### config.mk
export PLATFORM = sky130hd
export DESIGN_NAME = spi_master_tx_flat
export DESIGN_NICKNAME = d
export VERILOG_FILES = /design/src/rtl/spi_master_tx_if.sv /design/src/rtl/spi_master_tx.sv /design/src/flat_wrapper.sv
export SDC_FILE = /design/constraint.sdc
export NUM_CORES = 1
export LEC_CHECK = 0
export CAP_MARGIN = 20
export CORE_UTILIZATION = 53
export CTS_CLUSTER_SIZE = 16
export DETAILED_ROUTE_END_ITERATION = 10
export PLACE_DENSITY = 0.78
export SLEW_MARGIN = 10
export SYNTH_ARGS = -nofsm -noshare
export SYNTH_HDL_FRONTEND = slang
export SYNTH_SLANG_ARGS = --single-unit
### constraint.sdc
create_clock -name rd_clk -period 2.2 [get_ports rd_clk]
set_input_delay 0.44 -clock rd_clk [delete_from_list [all_inputs] [get_ports rd_clk]]
set_output_delay 0.44 -clock rd_clk [all_outputs]
set_load 0.05 [all_outputs]
### src/rtl/spi_master_tx_if.sv
// FIFO read port, enable/status and SPI pins of spi_master_tx bundled as one interface.
// master = transmitter side, slave = the FIFO/controller/SPI peer side.
interface spi_master_tx_if #(
   parameter int unsigned DATA_W = 8
);
   logic              enable;
   logic              rd_empty;
   logic [DATA_W-1:0] rd_data;
   logic              rd_en;
   logic              sclk;
   logic              cs_n;
   logic              mosi;
   logic              busy;
   logic              done;

   modport master (
      input  enable, rd_empty, rd_data,
      output rd_en, sclk, cs_n, mosi, busy, done
   );

   modport slave (
      output enable, rd_empty, rd_data,
      input  rd_en, sclk, cs_n, mosi, busy, done
   );
endinterface

### src/rtl/spi_master_tx.sv
// SPI mode-0 transmitter: pops words from a TX FIFO and shifts them out MSB-first.
// Optional SPI_MASTER_TX_BURST_EN keeps cs_n low and chains words back-to-back.
module spi_master_tx #(
   parameter int unsigned DATA_W   = 8,
   parameter int unsigned CLK_DIV  = 4,
   parameter int unsigned CS_SETUP = 2,
   parameter int unsigned CS_HOLD  = 2,
   parameter int unsigned IDLE_GAP = 2
) (
   input  logic            rd_clk,
   input  logic            rd_rst_n,
   spi_master_tx_if.master bus
);

   localparam int unsigned M1      = (CLK_DIV > CS_SETUP) ? CLK_DIV : CS_SETUP;
   localparam int unsigned M2      = (CS_HOLD > IDLE_GAP) ? CS_HOLD : IDLE_GAP;
   localparam int unsigned CNT_MAX = (M1 > M2) ? M1 : M2;
   localparam int unsigned CNT_W   = $clog2(CNT_MAX + 1);
   localparam int unsigned BIT_W   = $clog2(DATA_W);

   localparam logic [CNT_W-1:0] DIV_LD   = CNT_W'(CLK_DIV - 1);
   localparam logic [CNT_W-1:0] SETUP_LD = CNT_W'((CS_SETUP > 1) ? (CS_SETUP - 2) : 0);
   localparam logic [CNT_W-1:0] HOLD_LD  = CNT_W'(CS_HOLD - 1);
   localparam logic [CNT_W-1:0] GAP_LD   = CNT_W'(IDLE_GAP - 1);
   localparam logic [BIT_W-1:0] BIT_LD   = BIT_W'(DATA_W - 1);

   localparam logic [2:0] S_IDLE  = 3'd0;
   localparam logic [2:0] S_FETCH = 3'd1;
   localparam logic [2:0] S_SETUP = 3'd2;
   localparam logic [2:0] S_SHIFT = 3'd3;
   localparam logic [2:0] S_HOLD  = 3'd4;
   localparam logic [2:0] S_GAP   = 3'd5;

   logic [2:0]        state_q, state_d;
   logic [CNT_W-1:0]  cnt_q, cnt_d;
   logic [BIT_W-1:0]  bit_q, bit_d;
   logic [DATA_W-1:0] shreg_q, shreg_d;
   logic              rd_en_q, rd_en_d;
   logic              sclk_q, sclk_d;
   logic              cs_n_q, cs_n_d;
   logic              mosi_q, mosi_d;
   logic              busy_q, busy_d;
   logic              done_q, done_d;
`ifdef SPI_MASTER_TX_BURST_EN
   logic [1:0]        ld_q, ld_d;
`endif

   always_ff @(posedge rd_clk or negedge rd_rst_n) begin
      if (!rd_rst_n) begin
         state_q <= S_IDLE;
         cnt_q   <= '0;
         bit_q   <= '0;
         shreg_q <= '0;
         rd_en_q <= 1'b0;
         sclk_q  <= 1'b0;
         cs_n_q  <= 1'b1;
         mosi_q  <= 1'b0;
         busy_q  <= 1'b0;
         done_q  <= 1'b0;
`ifdef SPI_MASTER_TX_BURST_EN
         ld_q    <= 2'd0;
`endif
      end else begin
         state_q <= state_d;
         cnt_q   <= cnt_d;
         bit_q   <= bit_d;
         shreg_q <= shreg_d;
         rd_en_q <= rd_en_d;
         sclk_q  <= sclk_d;
         cs_n_q  <= cs_n_d;
         mosi_q  <= mosi_d;
         busy_q  <= busy_d;
         done_q  <= done_d;
`ifdef SPI_MASTER_TX_BURST_EN
         ld_q    <= ld_d;
`endif
      end
   end

   always_comb begin
      state_d = state_q;
      cnt_d   = cnt_q;
      bit_d   = bit_q;
      shreg_d = shreg_q;
      rd_en_d = 1'b0;
      sclk_d  = sclk_q;
      cs_n_d  = cs_n_q;
      mosi_d  = mosi_q;
      done_d  = 1'b0;
`ifdef SPI_MASTER_TX_BURST_EN
      ld_d    = ld_q;
`endif

      case (state_q)
         S_IDLE: begin
            if (bus.enable && !bus.rd_empty) begin
               rd_en_d = 1'b1;
               state_d = S_FETCH;
               cnt_d   = CNT_W'(1);
            end
         end
         // First cycle: pop in flight, drop cs_n. Second cycle: FIFO data is valid.
         S_FETCH: begin
            if (cnt_q != '0) begin
               cnt_d  = cnt_q - CNT_W'(1);
               cs_n_d = 1'b0;
            end else begin
               shreg_d = bus.rd_data;
               mosi_d  = bus.rd_data[DATA_W-1];
               if (CS_SETUP > 1) begin
                  state_d = S_SETUP;
                  cnt_d   = SETUP_LD;
               end else begin
                  state_d = S_SHIFT;
                  cnt_d   = DIV_LD;
                  bit_d   = BIT_LD;
               end
            end
         end
         S_SETUP: begin
            if (cnt_q != '0) begin
               cnt_d = cnt_q - CNT_W'(1);
            end else begin
               state_d = S_SHIFT;
               cnt_d   = DIV_LD;
               bit_d   = BIT_LD;
            end
         end
         S_SHIFT: begin
            if (cnt_q != '0) begin
               cnt_d = cnt_q - CNT_W'(1);
            end else if (!sclk_q) begin
               sclk_d = 1'b1;
               cnt_d  = DIV_LD;
            end else begin
               sclk_d = 1'b0;
               cnt_d  = DIV_LD;
               if (bit_q != '0) begin
                  bit_d   = bit_q - BIT_W'(1);
                  shreg_d = {shreg_q[DATA_W-2:0], shreg_q[DATA_W-1]};
                  mosi_d  = shreg_q[DATA_W-2];
               end else begin
`ifdef SPI_MASTER_TX_BURST_EN
                  // Chain the next word into the low phase that starts right now.
                  if (bus.enable && !bus.rd_empty) begin
                     rd_en_d = 1'b1;
                     done_d  = 1'b1;
                     bit_d   = BIT_LD;
                     ld_d    = 2'd1;
                  end else begin
                     state_d = S_HOLD;
                     cnt_d   = HOLD_LD;
                  end
`else
                  state_d = S_HOLD;
                  cnt_d   = HOLD_LD;
`endif
               end
            end
         end
         S_HOLD: begin
            if (cnt_q != '0) begin
               cnt_d = cnt_q - CNT_W'(1);
            end else begin
               cs_n_d  = 1'b1;
               done_d  = 1'b1;
               state_d = S_GAP;
               cnt_d   = GAP_LD;
            end
         end
         S_GAP: begin
            if (cnt_q != '0) begin
               cnt_d = cnt_q - CNT_W'(1);
            end else begin
               state_d = S_IDLE;
            end
         end
         default: state_d = S_IDLE;
      endcase

`ifdef SPI_MASTER_TX_BURST_EN
      // Burst load lands two cycles after the chaining fall, once rd_data is valid.
      if (ld_q == 2'd1) begin
         ld_d = 2'd2;
      end else if (ld_q == 2'd2) begin
         shreg_d = bus.rd_data;
         mosi_d  = bus.rd_data[DATA_W-1];
         ld_d    = 2'd0;
      end
`endif

      busy_d = (state_d != S_IDLE);
   end

   assign bus.rd_en = rd_en_q;
   assign bus.sclk  = sclk_q;
   assign bus.cs_n  = cs_n_q;
   assign bus.mosi  = mosi_q;
   assign bus.busy  = busy_q;
   assign bus.done  = done_q;

endmodule
### src/flat_wrapper.sv
// flat-port wrapper written by rule: the top's interface ports become plain ports
module spi_master_tx_flat 
#(
   parameter int unsigned DATA_W   = 8,
   parameter int unsigned CLK_DIV  = 4,
   parameter int unsigned CS_SETUP = 2,
   parameter int unsigned CS_HOLD  = 2,
   parameter int unsigned IDLE_GAP = 2
)
  (rd_clk, rd_rst_n, bus_enable, bus_rd_empty, bus_rd_data, bus_rd_en, bus_sclk, bus_cs_n, bus_mosi, bus_busy, bus_done);
  spi_master_tx_if #(.DATA_W(DATA_W)) bus_i ();
  input  logic rd_clk;
  input  logic rd_rst_n;
  input wire logic [$bits(bus_i.enable)-1:0] bus_enable;
  input wire logic [$bits(bus_i.rd_empty)-1:0] bus_rd_empty;
  input wire logic [$bits(bus_i.rd_data)-1:0] bus_rd_data;
  output wire logic [$bits(bus_i.rd_en)-1:0] bus_rd_en;
  output wire logic [$bits(bus_i.sclk)-1:0] bus_sclk;
  output wire logic [$bits(bus_i.cs_n)-1:0] bus_cs_n;
  output wire logic [$bits(bus_i.mosi)-1:0] bus_mosi;
  output wire logic [$bits(bus_i.busy)-1:0] bus_busy;
  output wire logic [$bits(bus_i.done)-1:0] bus_done;
  assign bus_i.enable = bus_enable;
  assign bus_i.rd_empty = bus_rd_empty;
  assign bus_i.rd_data = bus_rd_data;
  assign bus_rd_en = bus_i.rd_en;
  assign bus_sclk = bus_i.sclk;
  assign bus_cs_n = bus_i.cs_n;
  assign bus_mosi = bus_i.mosi;
  assign bus_busy = bus_i.busy;
  assign bus_done = bus_i.done;
  spi_master_tx #(.DATA_W(DATA_W), .CLK_DIV(CLK_DIV), .CS_SETUP(CS_SETUP), .CS_HOLD(CS_HOLD), .IDLE_GAP(IDLE_GAP)) u_core (.rd_clk(rd_clk), .rd_rst_n(rd_rst_n), .bus(bus_i));
endmodule
== Yosys cells after proc, flatten, opt, wreduce, memory -nomap -nowiden ==
Index checks and enable logic that the tools add are counted.

* Register bits after elaboration: 23
* Input bits: 12

* Add/sub/neg operators: 2
* Equality and inequality tests: 14
* Mux-type cells: 41
* Bitwise gates (word level): 1
* Reductions and logical operators: 15

{| class="wikitable"
|+ Operators by type and width
! cell !! number
|-
| two-way mux 3 bit || 19
|-
| one-hot mux 3 bit (6 select lines) || 2
|-
| two-way mux 8 bit || 4
|-
| one-hot mux 8 bit (2 select lines) || 1
|-
| two-way mux 1 bit || 11
|-
| != test 2 x 1 -> 1 bit, second input constant || 5
|-
| AND reduction 5 bit || 2
|-
| nonzero test 3 bit || 3
|-
| != test 2 bit, second input constant || 4
|-
| == test 3 x 2 -> 1 bit, second input constant || 2
|-
| == test 3 bit, second input constant || 2
|-
| one-hot mux 3 bit (2 select lines) || 1
|-
| AND reduction 3 bit || 2
|-
| nonzero test 2 bit || 3
|-
| nonzero test 6 bit || 1
|-
| subtractor 3 x 1 -> 3 bit, second input constant || 2
|-
| one-hot mux 1 bit (2 select lines) || 2
|-
| == test 3 x 1 -> 1 bit, second input constant || 1
|-
| zero test 3 bit || 1
|-
| two-way mux 2 bit || 1
|-
| AND reduction 2 bit || 1
|-
| logical AND 1 bit || 1
|-
| zero test 1 bit || 1
|-
| inverter 1 bit || 1
|}

== Depth between registers and ports, before layout ==
Gate-level depths: netlist (run 1).

* Word-level depth: 6
* Gate-level depth with buffers: 9
* Mapped depth without buffers: 7

== Worst setup path before layout (run 1) ==
No wires, ideal clock.

* Kind: register -> register
* Start point: register u_core.cnt_q[0]
* End point: register u_core.shreg_q[5]
* Data arrival time: 1.697 ns
* Slack: 0.430 ns
* Stages on the path, launching flop included: 10
* Buffers on the path: 2
* Clock period less this slack: 1.770 ns
* Path through: dfrtp_1 inv_1 ha_1 nor2b_2 buf_6 nand4_4 a211oi_4 buf_6 nor2_1 a21oi_2

* Longest elaborated chain between the ends: 3
* Elaborated cells between the ends (all ways): 4
* Classes of those cells: eq/ne (2); reduce/logical (2)

{| class="wikitable"
|+ Ends and longest elaborated chain
! what !! RTL line !! RTL
|-
| start: declaration || spi_master_tx.sv:35 || <nowiki>logic [CNT_W-1:0] cnt_q, cnt_d;</nowiki>
|-
| start signal: assignment || spi_master_tx.sv:65 || <nowiki>cnt_q <= cnt_d;</nowiki>
|-
| nonzero test 3 bit * || spi_master_tx.sv:104, spi_master_tx.sv:130 ||
|-
| != test 2 bit (no line) || n/a ||
|-
| AND reduction 5 bit (no line) * || n/a ||
|-
| end signal: assignment || spi_master_tx.sv:67 || <nowiki>shreg_q <= shreg_d;</nowiki>
|-
| end: declaration || spi_master_tx.sv:37 || <nowiki>logic [DATA_W-1:0] shreg_q, shreg_d;</nowiki>
|}

Mark *: on every way between the ends. The rest lies on a longest branch, timed or not.
A chain may end at the register's enable or synchronous reset.

== Final worst setup path (run 1) ==
* Start point: register u_core.cs_n_q, in the netlist u_core.bus.cs_n
* End point: output bus_cs_n

{| class="wikitable"
|+ RTL lines
! what !! RTL line !! RTL
|-
| start: declaration || spi_master_tx.sv:40 || <nowiki>logic cs_n_q, cs_n_d;</nowiki>
|-
| start signal: assignment || spi_master_tx.sv:70 || <nowiki>cs_n_q <= cs_n_d;</nowiki>
|-
| end: declaration || flat_wrapper.sv:19 || <nowiki>output wire logic [$bits(bus_i.cs_n)-1:0] bus_cs_n;</nowiki>
|}

No word-level cell between the ends.

==> flow_summary_export.csv, run 1 <==
group,metric,value,unit
setup_path,critPathSlowestCell,"clkdlybuf4s50_1",
setup_path,crit_fanout,3,
timing,tightestPinTransition,0.4955,ns
synthesis,synth_area_leaders,"dfrtp_1 42%, mux2i_1 7.9%, a21oi_1 5.6%, nor2_1 4.8%, ha_1 4.0%",
final_layout,drive_above_1_share,12.93,%
min_path,hold_class,"primary input to async pin",
cts,clk_latency,0.32,ns
setup_path,worstSetupEndpointType,"output pin",
detailed_routing,m1WireLength,1150,um
final_layout,final_util,66.89,%
final_layout,num-fill-cells,196,
detailed_routing,wl_met2,1254,um
die,core,2233,um2
synthesis,synthCells,128,
timing,rsz0062_at_grt,"no",
die,num_rows,17,
flow_run,cap_violations,0,
synthesis,synth_top_cell_by_area,"dfrtp_1",
power_and_ir_drop,peakVddDrop,0.3904,mV
final_layout,final_cell_mix,"21 x dfrtp_1, 17 x clkdlybuf4s50_1, 16 x nor2_1",
final_layout,layout_commonest_cell,"dfrtp_1",
setup_path,cp_data_arrival_time,1.67,ns
setup_path,path_buf_inv,1,
detailed_routing,wl_per_cell,14.55,um
cts,clock-sinks,22,
global_routing,grt_pass1_vias,988,
setup_path,r2r_cells,8,
synthesis,synth_seq_cells,22,
detailed_routing,vias,987,
setup_path,r2r_start,"u_core.cnt_q[0]",
detailed_routing,topRoutingLayerUsed,"met4",
timing,relSlewSlack,66.86,%
setup_path,cp.required,1.76,ns
setup_path,startpoint_type,"flop",
final_layout,syn2layout_area_growth,18.45,%
placed_design,place_hpwl,1889,um
die,io_pins,18,
global_routing,antenna_found_initial,0,
detailed_routing,drt_wl_total,2547,um
timing,worst_slack,0.08741,ns
cts,cts_hold_buf,0,
setup_path,ff2ff_setup_slack,0.23,ns
final_layout,final_area,1494,um2
cts,clkTransAtPathRegs,0.12,ns
synthesis,synth_top_area_share,41.67,%
synthesis,ys_types,40,
die,design.die.area,2579,um2
cts,cts_root_buf,"clkbuf_4",
die,initial_core_util,56.47,%
final_layout,n_antenna_cell,0,
global_routing,grt_usage,24.52,%
synthesis,yosys_warnings,0,
power_and_ir_drop,p_leak,0.6448,nW
setup_path,r2r-end,"u_core.shreg_q[3]",
detailed_routing,dr.pass1.iters,4,
die,fp.dieW,50.78,um
synthesis,syn-num-nets,144,
global_routing,grt_overflow,0,
timing,min_period,2.113,ns
placed_design,io_buffers,17,
die,die_h,50.78,um
timing,fin_skew,0.002124,ns
timing,fin_crit_sh,96.03,%
cts,cts_tree,"built",
setup_path,critical-path-max-stage-delay,0.80,ns
global_routing,grt_start_max_net_pins,23,
setup_path,worst_path_dominant_cell_family,"buffers and inverters",
setup_path,crit_type,"flop to output pin",
detailed_routing,viasPerCell,5.640,
power_and_ir_drop,powerDensity,461.9,nW/um2
placed_design,placed_area,1453,um2
global_routing,grt_pass1_wl,4457,um
timing,hold_viol_final,0,
synthesis,seq_area_frac_synth,43.75,%
cts,cts_buffers,3,
cts,cts_buffer_depth,2,
final_layout,num-nets-final,164,
timing,finalSetupViolations,0,
placed_design,gp_congestion,0.8390,
synthesis,mappedNetlistArea,1261,um2
setup_path,path_cells,"clkdlybuf4s50_1",
status,outcome,"completed",
detailed_routing,ant_nets,0,
timing,tns,0,ns
cts,htree_num_levels,1,
synthesis,syn_area_per_cell,9.853,um2
detailed_routing,wl_met3,81,um
detailed_routing,dr.first_iter.drc_count,31,
timing,fmax,0.4734,GHz
detailed_routing,drc,0,
power_and_ir_drop,finalPower,690.0,uW
placed_design,dpl_worst_slack,0.1403,ns
timing,final_max_slew_viol_count,0,
-- state kept, by name (all words and copies together), names as in the netlist --
signal            cells
u_core.bit_q          3
u_core.bus.busy       1
u_core.bus.cs_n       1
u_core.bus.done       1
u_core.bus.mosi       1
u_core.bus.rd_en      1
u_core.bus.sclk       1
u_core.cnt_q          3
u_core.shreg_q        7
u_core.state_q        3
-- synth_stat cells (all sizes together) --
master / instances
a221oi: 1
dfstp: 1
and3: 1
or2: 1
a211o: 1
nand4: 1
dfrtp: 21
mux2i: 10
a2bb2oi: 1
or3b: 1
o211ai: 2
inv: 8
nor2b: 2
nor2: 17
a21oi: 16
o221ai: 1
nand2b: 4
o22ai: 2
o21ai: 6
nand2: 6
nor3: 2
a31oi: 1
xor2: 1
a22o: 2
ha: 4
nand3: 2
buf: 4
a211oi: 2
a21o: 1
or2b: 1
o2bb2ai: 1
nand3b: 2
clkbuf: 1
o21a: 1
-- metal layers --
metal | vias up | GRT usage (%)
li1 | 489 | -
met1 | 471 | 29.10
met2 | 22 | 40.89
met3 | 5 | 4.242
met4 | 0 | 15.28
met5 | - | 0
-- final cells by class --
class | instances | area [um2] | share of cell area (%)
inverters | 8 | 30.03 | 2.010
flip-flops and latches | 22 | 551.8 | 36.93
multi-input cells | 93 | 648.1 | 43.38
repair buffers | 20 | 192.7 | 12.90
clock buffers | 4 | 36.28 | 2.429
well taps | 28 | 35.03 | 2.345
-- worst register-to-register path: stages (launching register included) --
cell and delay [ns]:
dfrtp_1 0.45, inv_1 0.14, ha_1 0.22, nor2b_4 0.30, nand2_1 0.14, a211oi_4 0.24, buf_4 0.23, nor2_1 0.06
a21oi_1 0.13
-- where the power goes --
part	internal, mW	leakage [nW]	switching, mW
Sequential	0.412	0.260	0.00398
Clock	0.101	0.0210	0.125
Combinational	0.0267	0.364	0.0212
-- logic make-up (layout without fill, tap and decap cells) --
logic type | Yosys count | after routing | share of synthesized area (%)
flops | 22 | 22 | 43.75
xor+xnor | 1 | 1 | 0.6946
mux | 10 | 10 | 7.937
compound gates | 38 | 38 | 21.23
simple gates | 40 | 40 | 17.16
buf+inv | 13 | 32 | 5.258
fa+ha+maj | 4 | 4 | 3.968
-- worst max path at each step --
| stage | from | end | slack (ns) | depth (start not counted) |
|---|---|---|---|---|
| after global placement | u_core.cnt_q[0] | u_core.bus.mosi | 0.28 | 8 |
| after global routing | u_core.bus.cs_n | bus_cs_n | 0.04 | 1 |
| final | u_core.bus.cs_n | bus_cs_n | 0.09 | 1 |
| after floorplan | u_core.cnt_q[0] | u_core.shreg_q[5] | 0.43 | 9 |
| after CTS | u_core.bus.cs_n | bus_cs_n | 0.07 | 1 |
| after detailed placement | u_core.cnt_q[0] | u_core.shreg_q[3] | 0.14 | 8 |
-- through the flow --
stage	instances	hold slack (ns)
after floorplan	128	0.1444
after global placement	171	0.4751
after global routing	175	0.4820
after CTS	175	0.4502
final	175	0.4452
after detailed placement	171	0.4881
-- timing repair --
item                                    in CTS  in global routing
buffers inserted                             0                  0
endpoints found under the setup margin       0                  9
endpoints found under the hold margin        0                  0
resized for setup                            0                  1
Note: power is estimated with default switching activity, not from simulation.
==> run 2, diff against run 1 <==
CTS_CLUSTER_DIAMETER = 40   (was unset)
==> results of run 2 <==
Final layout, timing and power as in run 1 (identical DEF).
==> run 3, diff against run 2 <==
PLACE_DENSITY = 0.79   (was 0.78)
==> run 3 against run 2 <==
Effect of this change: die area unchanged; worst setup slack improved by 0.0024 ns; design area decreased by 0.50%; count of clock-buffer cells in the layout unchanged; combinational power about the same; critical endpoint unchanged; largest cell class unchanged.
==> flow_summary_export.csv, run 3 (synthesized netlist as in run 1, its figures left out) <==
group,metric,value,unit
status,outcome,"completed",
final_layout,largest-register,"u_core.shreg_q",
final_layout,final_util,66.55,%
cts,clock-sinks,22,
global_routing,grt_usage,22.81,%
setup_path,cp.required,1.76,ns
cts,cts_buffer_depth,2,
cts,post-cts-setup-buffers,0,
cts,cts_hold_buf,0,
detailed_routing,dr.pass1.iters,4,
setup_path,ff2ff_setup_slack,0.26,ns
detailed_routing,wl_met2,1284,um
detailed_routing,topRoutingLayerUsed,"met4",
placed_design,io_buffers,17,
timing,tns,0,ns
final_layout,layout_commonest_cell,"dfrtp_1",
cts,clkTransAtPathRegs,0.12,ns
timing,fmax,0.4739,GHz
cts,htree_num_levels,1,
die,fp.dieW,50.78,um
die,initial_core_util,56.47,%
setup_path,worstSetupEndpointType,"output pin",
power_and_ir_drop,powerDensity,463.0,nW/um2
placed_design,place_hpwl,1877,um
setup_path,crit_type,"flop to output pin",
timing,fin_skew,0.002112,ns
final_layout,final_cell_mix,"21 x dfrtp_1, 17 x clkdlybuf4s50_1, 16 x nor2_1",
final_layout,num-fill-cells,188,
global_routing,grt_overflow,0,
final_layout,largest_reg_flops,7,
die,design.die.area,2579,um2
power_and_ir_drop,finalPower,688.2,uW
die,io_pins,18,
setup_path,critPathSlowestCell,"clkdlybuf4s50_1",
global_routing,grt_pass1_vias,960,
detailed_routing,wl_met3,59,um
detailed_routing,drt_wl_total,2443,um
detailed_routing,m1WireLength,1069,um
cts,post_cts_resized,0,
final_layout,n_antenna_cell,0,
timing,tightestPinTransition,0.5143,ns
placed_design,placedCellCount,170,
setup_path,critical-path-max-stage-delay,0.79,ns
flow_run,cap_violations,0,
timing,fin_crit_sh,95.92,%
final_layout,syn2layout_area_growth,17.86,%
min_path,hold_class,"primary input to async pin",
timing,hold_viol_final,0,
timing,rsz0062_at_grt,"no",
setup_path,path_cells,"clkdlybuf4s50_1",
detailed_routing,vias,1006,
timing,final_max_slew_viol_count,0,
setup_path,cp_data_arrival_time,1.67,ns
setup_path,crit_fanout,3,
die,die_h,50.78,um
global_routing,grt_start_max_net_pins,17,
setup_path,worst_path_dominant_cell_family,"buffers and inverters",
timing,finalSetupViolations,0,
cts,clk_latency,0.31,ns
setup_path,startpoint_type,"flop",
timing,min_period,2.110,ns
detailed_routing,dr.first_iter.drc_count,9,
die,num_rows,17,
placed_design,gp_congestion,0.8482,
die,core,2233,um2
setup_path,path_buf_inv,1,
global_routing,antenna_found_initial,0,
cts,cts_root_buf,"clkbuf_4",
power_and_ir_drop,p_leak,0.6393,nW
detailed_routing,ant_nets,0,
detailed_routing,drc,0,
cts,cts_buffers,3,
power_and_ir_drop,peakVddDrop,0.3846,mV
global_routing,grt_pass1_wl,4278,um
detailed_routing,viasPerCell,5.782,
detailed_routing,wl_per_cell,14.04,um
timing,relSlewSlack,65.61,%
final_layout,fin_cells,174,
final_layout,num-nets-final,163,
cts,cts_tree,"built",
final_layout,drive_above_1_share,12.33,%
==> run 3: path summary, 6_finish.rpt <==
kind	from	end	cells past startpoint
worst max-delay path	u_core.bus.cs_n	bus_cs_n	1
worst min-delay path	rd_rst_n	u_core.shreg_q[6]	1
worst max register to register	u_core.cnt_q[0]	u_core.shreg_q[1]	8
worst min register to register	u_core.cnt_q[1]	u_core.cnt_q[1]	1
max in group asynchronous	rd_rst_n	u_core.state_q[0]	2
min in group rd_clk	u_core.cnt_q[1]	u_core.cnt_q[1]	1
==> run 3: final cells by class <==
type / instances / area (um2) / area share (%)
Tap cell: 28 / 35.03 / 2.357
Clock buffer: 4 / 36.28 / 2.441
Inverter: 8 / 30.03 / 2.020
Multi-Input combinational cell: 93 / 648.1 / 43.60
Timing Repair Buffer: 19 / 185.2 / 12.46
Sequential cell: 22 / 551.8 / 37.12
==> run 3: metrics by stage <==
| stage | area, um2 | hold WS (ns) | worst slack [ns] |
|---|---|---|---|
| floorplan | 1261 | 0.1444 | 0.4295 |
| global placement | 1445 | 0.4778 | 0.2606 |
| detailed placement | 1445 | 0.4798 | 0.1426 |
| CTS | 1481 | 0.4694 | 0.07740 |
| global route | 1486 | 0.4899 | 0.05494 |
| finish | 1486 | 0.4517 | 0.08981 |
==> run 3: power by group <==
part | internal, mW | switching (mW)
registers | 0.412 | 0.00426
clock network | 0.101 | 0.123
logic | 0.0266 | 0.0209
total | 0.540 | 0.149
==> run 3: layer usage <==
layer / up-vias / track usage (%)
li1: 490 / -
met1: 497 / 27.82
met2: 17 / 38.89
met3: 2 / 3.636
met4: 0 / 11.11
met5: - / 0
